--- config.mk ---
export PLATFORM = sky130hd
export DESIGN_NAME = fpu_mc_scheduler
export DESIGN_NICKNAME = d
export VERILOG_FILES = /design/src/rtl/fpu_sched_pkg.sv /design/src/rtl/fpu_mc_timer.sv /design/src/rtl/fpu_mc_scheduler.sv
export SDC_FILE = /design/constraint.sdc
export NUM_CORES = 1
export LEC_CHECK = 0
export CAP_MARGIN = 30
export CORE_UTILIZATION = 44
export CTS_CLUSTER_SIZE = 12
export DETAILED_ROUTE_END_ITERATION = 10
export GPL_ROUTABILITY_DRIVEN = 1
export PLACE_DENSITY = 0.85
export SLEW_MARGIN = 20
export SYNTH_ARGS = -nofsm -noshare
export SYNTH_HDL_FRONTEND = slang
export SYNTH_SLANG_ARGS = --single-unit
export TNS_END_PERCENT = 20
--- constraint.sdc ---
create_clock -name clk -period 5.9 [get_ports clk]
set_input_delay 1.475 -clock clk [delete_from_list [all_inputs] [get_ports clk]]
set_output_delay 1.475 -clock clk [all_outputs]
set_load 0.005 [all_outputs]
--- src/rtl/fpu_sched_pkg.sv ---
// ---------------------------------------------------------------------------
// fpu_sched_pkg
// Shared constants and helpers for the multi-cycle FP unit scheduler.
//   REG_IDX_W : width of a register index
//   LAT_W     : width of the unit latency and of the countdown
//   WB_DIST   : cycles from ID issue to WB for a single-cycle instruction
//   MIN_LAT   : smallest effective unit latency; shorter requests are clamped
// ---------------------------------------------------------------------------
package fpu_sched_pkg;

  localparam int REG_IDX_W = 5;
  localparam int LAT_W     = 5;
  localparam int WB_DIST   = 3;
  localparam int MIN_LAT   = 4;

  typedef logic [REG_IDX_W-1:0] reg_idx_t;
  typedef logic [LAT_W-1:0]     lat_t;

  // Clamp a requested unit latency up to MIN_LAT.
  function automatic lat_t clamp_lat(input lat_t lat);
    lat_t min_v;
    min_v = lat_t'(MIN_LAT);
    if (lat < min_v) begin
      return min_v;
    end else begin
      return lat;
    end
  endfunction

endpackage

--- src/rtl/fpu_mc_timer.sv ---
// ---------------------------------------------------------------------------
// fpu_mc_timer
// Loadable down-counter with a pending flag, tracking the single in-flight
// multi-cycle op. The cycle with pending set and cnt at zero is the
// completion cycle (done).
// Ports:
//   clk, reset : clock, synchronous active-high reset
//   load       : start tracking a new op (allowed in the completion cycle)
//   load_val   : countdown start value (already clamped by the caller)
//   cancel     : drop the in-flight op and freeze the countdown
//   cnt        : remaining cycles before the completion cycle
//   pending    : an op is in flight
//   done       : completion cycle
// ---------------------------------------------------------------------------
module fpu_mc_timer
  import fpu_sched_pkg::*;
(
  input  logic       clk,
  input  logic       reset,
  input  logic       load,
  input  lat_t       load_val,
  input  logic       cancel,
  output lat_t       cnt,
  output logic       pending,
  output logic       done
);

  lat_t cnt_r;
  logic pending_r;

  // Countdown and pending flag; cancel outranks load, load outranks countdown.
  always_ff @(posedge clk) begin
    if (reset) begin
      cnt_r     <= {LAT_W{1'b0}};
      pending_r <= 1'b0;
    end else if (cancel) begin
      cnt_r     <= {LAT_W{1'b0}};
      pending_r <= 1'b0;
    end else if (load) begin
      cnt_r     <= load_val;
      pending_r <= 1'b1;
    end else if (pending_r) begin
      if (cnt_r != {LAT_W{1'b0}}) begin
        cnt_r <= cnt_r - {{(LAT_W-1){1'b0}}, 1'b1};
      end else begin
        // Completion cycle passed with no new op loaded.
        pending_r <= 1'b0;
      end
    end else begin
      cnt_r     <= cnt_r;
      pending_r <= pending_r;
    end
  end

  assign cnt     = cnt_r;
  assign pending = pending_r;
  assign done    = pending_r & (cnt_r == {LAT_W{1'b0}});

endmodule

--- src/rtl/fpu_mc_scheduler.sv ---
// ---------------------------------------------------------------------------
// fpu_mc_scheduler
// Issue/writeback scheduler for the single multi-cycle FP unit (fdiv/fsqrt)
// in the 5-stage pipeline. Tracks one in-flight op and stalls ID on RAW/WAW
// against it, on structural reuse of the unit and on FP writeback-port
// collisions. Drives start/abort/writeback strobes to the unit.
// Ports:
//   clk, reset            : clock, synchronous active-high reset
//   id_valid, id_hold     : ID has an instruction / ID held elsewhere
//   id_rs1..3, id_rsN_f   : source indices and "read from FP file" flags
//   id_rd, id_f_regwrite  : destination and "writes FP file"
//   id_mc_op, id_mc_lat   : uses the multi-cycle unit, with its latency
//   ex_flush              : kill the instruction in EX
//   stall                 : combinational hold of IF/ID
//   busy                  : op in flight
//   mc_start, mc_abort    : one-cycle start / cancel pulses to the unit
//   mc_wb, mc_wb_rd       : FP write strobe for the unit result and its index
// Optional build macro FPU_MC_SCHED_STATS_EN adds:
//   stall_cnt             : saturating count of cycles with id_valid & stall
// ---------------------------------------------------------------------------
module fpu_mc_scheduler
  import fpu_sched_pkg::*;
(
  input  logic                 clk,
  input  logic                 reset,
  input  logic                 id_valid,
  input  logic                 id_hold,
  input  logic [REG_IDX_W-1:0] id_rs1,
  input  logic [REG_IDX_W-1:0] id_rs2,
  input  logic [REG_IDX_W-1:0] id_rs3,
  input  logic                 id_rs1_f,
  input  logic                 id_rs2_f,
  input  logic                 id_rs3_f,
  input  logic [REG_IDX_W-1:0] id_rd,
  input  logic                 id_f_regwrite,
  input  logic                 id_mc_op,
  input  logic [LAT_W-1:0]     id_mc_lat,
  input  logic                 ex_flush,
  output logic                 stall,
  output logic                 busy,
  output logic                 mc_start,
  output logic                 mc_abort,
  output logic                 mc_wb,
  output logic [REG_IDX_W-1:0] mc_wb_rd
`ifdef FPU_MC_SCHED_STATS_EN
  ,
  output logic [31:0]          stall_cnt
`endif
);

  reg_idx_t pend_rd_r;
  logic     mc_start_r;
  logic     mc_abort_r;

  lat_t     cnt_s;
  logic     pending_s;
  logic     done_s;

  logic     cnt_nz_s;
  logic     raw_s;
  logic     waw_s;
  logic     struct_haz_s;
  logic     wb_coll_s;
  logic     stall_s;
  logic     issue_s;
  logic     mc_issue_s;
  logic     cancel_s;

  // Hazard terms and issue decode; stall depends only on state and ID fields.
  always_comb begin
    cnt_nz_s     = 1'b0;
    raw_s        = 1'b0;
    waw_s        = 1'b0;
    struct_haz_s = 1'b0;
    wb_coll_s    = 1'b0;
    stall_s      = 1'b0;
    issue_s      = 1'b0;
    mc_issue_s   = 1'b0;
    cancel_s     = 1'b0;

    cnt_nz_s     = (cnt_s != {LAT_W{1'b0}});
    // RAW stays active through the completion cycle: the result is written
    // in that cycle, so readers can only proceed on the following one.
    raw_s        = (id_rs1_f & (id_rs1 == pend_rd_r)) |
                   (id_rs2_f & (id_rs2 == pend_rd_r)) |
                   (id_rs3_f & (id_rs3 == pend_rd_r));
    waw_s        = id_f_regwrite & (id_rd == pend_rd_r) & cnt_nz_s;
    struct_haz_s = id_mc_op & cnt_nz_s;
    // A single-cycle FP writer issued now would reach WB together with mc_wb.
    wb_coll_s    = id_f_regwrite & ~id_mc_op & (cnt_s == lat_t'(WB_DIST));
    stall_s      = id_valid & pending_s &
                   (raw_s | waw_s | struct_haz_s | wb_coll_s);
    issue_s      = id_valid & ~id_hold & ~stall_s;
    mc_issue_s   = issue_s & id_mc_op;
    // Only the op sitting in EX (its start cycle) can be flushed.
    cancel_s     = ex_flush & mc_start_r;
  end

  fpu_mc_timer u_timer (
    .clk      (clk),
    .reset    (reset),
    .load     (mc_issue_s),
    .load_val (clamp_lat(id_mc_lat)),
    .cancel   (cancel_s),
    .cnt      (cnt_s),
    .pending  (pending_s),
    .done     (done_s)
  );

  // Start/abort pulses and the captured destination of the in-flight op.
  always_ff @(posedge clk) begin
    if (reset) begin
      pend_rd_r  <= {REG_IDX_W{1'b0}};
      mc_start_r <= 1'b0;
      mc_abort_r <= 1'b0;
    end else begin
      mc_start_r <= mc_issue_s;
      mc_abort_r <= cancel_s;
      if (mc_issue_s) begin
        pend_rd_r <= id_rd;
      end else begin
        pend_rd_r <= pend_rd_r;
      end
    end
  end

`ifdef FPU_MC_SCHED_STATS_EN
  logic [31:0] stall_cnt_r;

  // Saturating count of cycles in which a valid ID instruction is stalled.
  always_ff @(posedge clk) begin
    if (reset) begin
      stall_cnt_r <= 32'd0;
    end else if (id_valid & stall_s & (stall_cnt_r != 32'hFFFF_FFFF)) begin
      stall_cnt_r <= stall_cnt_r + 32'd1;
    end else begin
      stall_cnt_r <= stall_cnt_r;
    end
  end

  assign stall_cnt = stall_cnt_r;
`endif

  assign stall    = stall_s;
  assign busy     = pending_s;
  assign mc_start = mc_start_r;
  assign mc_abort = mc_abort_r;
  assign mc_wb    = done_s;
  // Index is driven only alongside the strobe so the write port sees zeros
  // when idle.
  assign mc_wb_rd = done_s ? pend_rd_r : {REG_IDX_W{1'b0}};

endmodule

==> Word-level counts from Yosys, hierarchy flattened <==
Index checks and enable logic that the tools add are counted.
{ "classes": {"addsub": 1, "order_cmp": 1, "eq_ne": 5, "mux": 8, "bitwise_logic": 23, "n_reduce_logical": 6} }
{ "ops": {"columns": ["op", "n"], "rows": [
  ["$mux W5", 5],
  ["$eq A5 B5 Y1", 4],
  ["$and A1 B1 Y1", 15],
  ["$eq A5 B2 Y1 const B", 1],
  ["$logic_not A5 Y1", 1],
  ["$lt A5 B3 Y1 const B", 1],
  ["$or A1 B1 Y1", 5],
  ["$reduce_bool A5 Y1", 1],
  ["$sub A5 B1 Y5 const B", 1],
  ["$reduce_bool A2 Y1", 2],
  ["$mux W1", 3],
  ["$not A1 Y1", 3],
  ["$reduce_and A2 Y1", 1],
  ["$reduce_or A2 Y1", 1]
]} }
{ "word_totals": {"regBits": 13, "input_bits": 35, "output_inout_bits": 10, "word_cells": 49} }

==> Depth between registers and ports, before layout <==
{ "depth": {"depth_word": 13, "depth_mapped": 9, "depth_no_buf": 8} }

==> Modules after synthesis <==
Synthesis repeated with hierarchy kept, for this count alone.
{ "hier_totals": {"cells_unflattened": 124, "area_unflattened_um2": 1032.2} }
{ "by_module_without_submodules": {"columns": ["module", "instances", "cells_each", "area_per_inst_um2", "seq_area_each_um2"], "rows": [
  ["fpu_mc_scheduler", 1, 82, 686.9, 140.1],
  ["fpu_mc_timer", 1, 42, 345.3, 120.1]
]} }

==> Worst setup path before layout <==
OpenSTA, ideal clock, no wires.
{ "synth_timing": {"kind": "input port to output port", "start": "in id_rs2[0]", "end": "out stall", "arrival_ps": 2317, "required_ps": 4425, "path_slack_ps": 2108, "stages": 5, "n_path_buf": 0, "cell_sequence": "xor2_1 -> nor4_1 -> and3_1 -> nor3_1 -> a21oi_1"} }
{ "synth_via": {"elab_chain_cells": 8} }
{ "synth_lines": {"columns": ["element", "line_no", "text"], "rows": [
  ["start: declaration", "fpu_mc_scheduler.sv:29", "input logic [REG_IDX_W-1:0] id_rs2,"],
  ["$eq A5 B5 Y1", "fpu_mc_scheduler.sv:85", "(id_rs2_f & (id_rs2 == pend_rd_r)) |"],
  ["$and A1 B1 Y1", "fpu_mc_scheduler.sv:85", null],
  ["$or A1 B1 Y1", "fpu_mc_scheduler.sv:84", "raw_s = (id_rs1_f & (id_rs1 == pend_rd_r)) |"],
  ["$or A1 B1 Y1", "fpu_mc_scheduler.sv:85", null],
  ["$or A1 B1 Y1 (3 in a row)", "fpu_mc_scheduler.sv:92", "(raw_s | waw_s | struct_haz_s | wb_coll_s);"],
  ["$and A1 B1 Y1", "fpu_mc_scheduler.sv:91", "stall_s = id_valid & pending_s &"],
  ["end: declaration", "fpu_mc_scheduler.sv:39", "output logic stall,"]
]} }
Every way passes these cells.

==> Worst setup path after layout <==
{ "layout_timing": {"start": "in id_rs3[2]", "end": "out stall"} }
{ "layout_via": {"elab_chain_cells": 7} }
{ "layout_lines": {"columns": ["element", "line_no", "text"], "rows": [
  ["start: declaration", "fpu_mc_scheduler.sv:30", "input logic [REG_IDX_W-1:0] id_rs3,"],
  ["$eq A5 B5 Y1", "fpu_mc_scheduler.sv:86", "(id_rs3_f & (id_rs3 == pend_rd_r));"],
  ["$and A1 B1 Y1", "fpu_mc_scheduler.sv:86", null],
  ["$or A1 B1 Y1", "fpu_mc_scheduler.sv:85", null],
  ["$or A1 B1 Y1 (3 in a row)", "fpu_mc_scheduler.sv:92", null],
  ["$and A1 B1 Y1", "fpu_mc_scheduler.sv:91", null]
]} }
Every way passes these cells.

==> results.toml <==
[pwr]
p_switching_uw = 60.8
netSwitchingFraction_pct = 27.9
p_int_uw = 157
p_per_area_mw_per_mm2 = 152
leakagePower_uw = 0.000515
peakVddDrop_mv = 0.141
power_frac_comb_pct = 29.0
clockPowerShare_pct = 25.8
p_seq_share_pct = 45.2

[floorplan]
core_mm2 = 0.00202
num_io_pins = 45
initial_core_util_pct = 48.5
die_h_um = 49.2
row_count = 16
dieArea_mm2 = 0.00242
die_x_um = 49.2

[critical_path]
critical_path_class = "primary input to output port"
path_max_fanout = 3
cp.arrival_ps = 3410
cp-start-kind = "primary input"
end_kind = "output port"
r2r_slack_ps = 3650
cp.required_ps = 4430

[grt]
grt_max_degree = 11
grt_usage_pct = 23.4
grt_pass1_vias = 950
grt_pass1_wl_um = 4400
antenna_found_initial = 0
overflow = 0

[worst_hold_path]
min_path_type = "flop to flop"

[clock_tree]
cts-htree-levels = 1
postCtsHoldBufs = 0
clock_latency_ps = 280
cts_setup_buffers = 0
cts.sinks = 13
cts-buffers-inserted = 3
cts_tree = "yes"
cts_root_buffer = "clkbuf_4"
clk_pin_slew_ps = 90
cts.repair.resized = 0
clk_path_buf_depth = 2

[timing]
hold_violations = 0
min_period_over_period_pct = 82.8
holdWs_ps = 476
fmax_mhz = 205
final_max_slew_viol_count = 0
setup_violations = 0
worst_pin_slew_ps = 464
rsz0062_at_grt = "false"
slew_headroom_pct = 69.0
post-route-min-period_ps = 4880
worst_clock_skew_ps = 7.14
setup_tns_ps = 0

[synth]
netlist.area_leader.share_pct = 26.6
seq_area_frac_synth_pct = 26.6
synth_cells = 117
async_flop_share_pct = 0
synth.top_cells.by_count = "xnor2_1 (15), dfxtp_1 (13), xor2_1 (9)"
synth_edf_count = 0
syn_nets = 155
synth.distinct_cells = 35
yosys.area.top_type = "dfxtp_1"
synth_area_um2 = 980
synth_seq_cells = 13
synth_area_per_cell_um2 = 8.37
synth-main-ff-cell = "dfxtp_1"
yosysMostFrequentCell = "xnor2_1"
ys_warn_count = 0
netlist_top_cells_area = "dfxtp_1 (27%), xnor2_1 (13%), xor2_1 (8.0%)"

[placement]
place_inst = 180
port_buffers = 44
gp_congestion = 0.856
place_hpwl_um = 2050

[drt]
drt-vias-per-instance = 5.38
routed_wl_um = 2600
first_iter_violations = 18
drc = 0
routedWlPerCell_um = 14.1
route.antenna.remaining_nets = 0
drtPass1Iterations = 4
vias = 989

[finish]
antennaDiodeCount = 0
n_fill_cell = 159
syn_to_final_growth_pct = 46.6
drive_above_1_share_pct = 5.73
nets = 196
instances_no_fill = 184

[outcome]
outcome = "finished, final reports clean"

[run]
maxCapViolations = 0
[kinds of logic after synthesis]
logic type,Yosys count,share of synthesized area [%]
flip-flops,13,26.6
adder cells (fa/ha/maj),3,3.83
AND/OR/NAND/NOR,41,24.6
buffers and inverters,10,5.24
XOR/XNOR,24,21.5
AO/OA/AOI/OAI,26,18.3
[layout make-up]
class / count / area, um^2 / area share, %
well taps: 27 / 33.8 / 2.35
inverters: 2 / 7.51 / 0.523
repair buffers: 44 / 440 / 30.7
clock buffers: 4 / 26.3 / 1.83
multi-input cells: 94 / 668 / 46.5
flip-flops and latches: 13 / 260 / 18.1
[critical path: stages]
cell and delay (ps):
clkdlybuf4s50_1 490, xnor2_1 140, nand4_1 130, o22ai_1 370
nor3_1 110, a21oi_1 180, clkdlybuf4s50_1 520
[cell usage in the layout (no fill, tap or decap), types with 4 or more instances in the layout]
master and count:
nand3_1 6, nor4_1 4, dfxtp_1 13, nor3_1 5, nand2_1 6, nor2_1 4
clkdlybuf4s50_1 44, o21ai_1 5, a21oi_1 8, and2_1 5, xnor2_1 15, xor2_1 9
[sequential cells by signal (all words and copies together), names as in the netlist]
name             cells
mc_start             1
u_timer.pending      1
mc_abort             1
u_timer.cnt          5
pend_rd_r            5
[worst paths after layout]
path | startpoint | endpoint | cells after the start
max | id_rs3[2] | stall | 7
min | mc_start$_SDFF_PP0_ | mc_abort$_SDFF_PP0_ | 2
max reg2reg | u_timer.cnt[0]$_SDFFE_PP0P_ | u_timer.cnt[1]$_SDFFE_PP0P_ | 8
min reg2reg | mc_start$_SDFF_PP0_ | mc_abort$_SDFF_PP0_ | 2
[per-stage QoR]
stage	worst slack (ps)	cell area (um^2)	utilization (%)	power (uW)
2_1_floorplan	2110	980	-	130
3_3_place_gp	1120	1410	69.7	162
3_5_place_dp	1040	1410	69.7	163
4_1_cts	1020	1440	71.0	219
5_1_grt	909	1440	71.0	231
6_report	1020	1440	71.0	218
[per-layer routing]
layer / routed length (um) / global-route usage [%] / vias up
met2: 1120 / 34.9 / 41
met5: 0 / 0 / -
met1: 1250 / 32.5 / 450
met4: 42 / 10.3 / 0
li1: - / - / 493
met3: 192 / 4.05 / 5
[power by group through the flow]
stage / sequential (uW) / combinational [uW] / clock [uW]
final: 98.6 / 63.3 / 56.2
after global routing: 99.5 / 68.8 / 62.6
after CTS: 98.5 / 63.2 / 57.2
after detailed placement: 101 / 62.7 / 0
after global placement: 100 / 61.5 / 0
after floorplan: 97.3 / 33.1 / 0
Power figures use the tool's default switching activity.
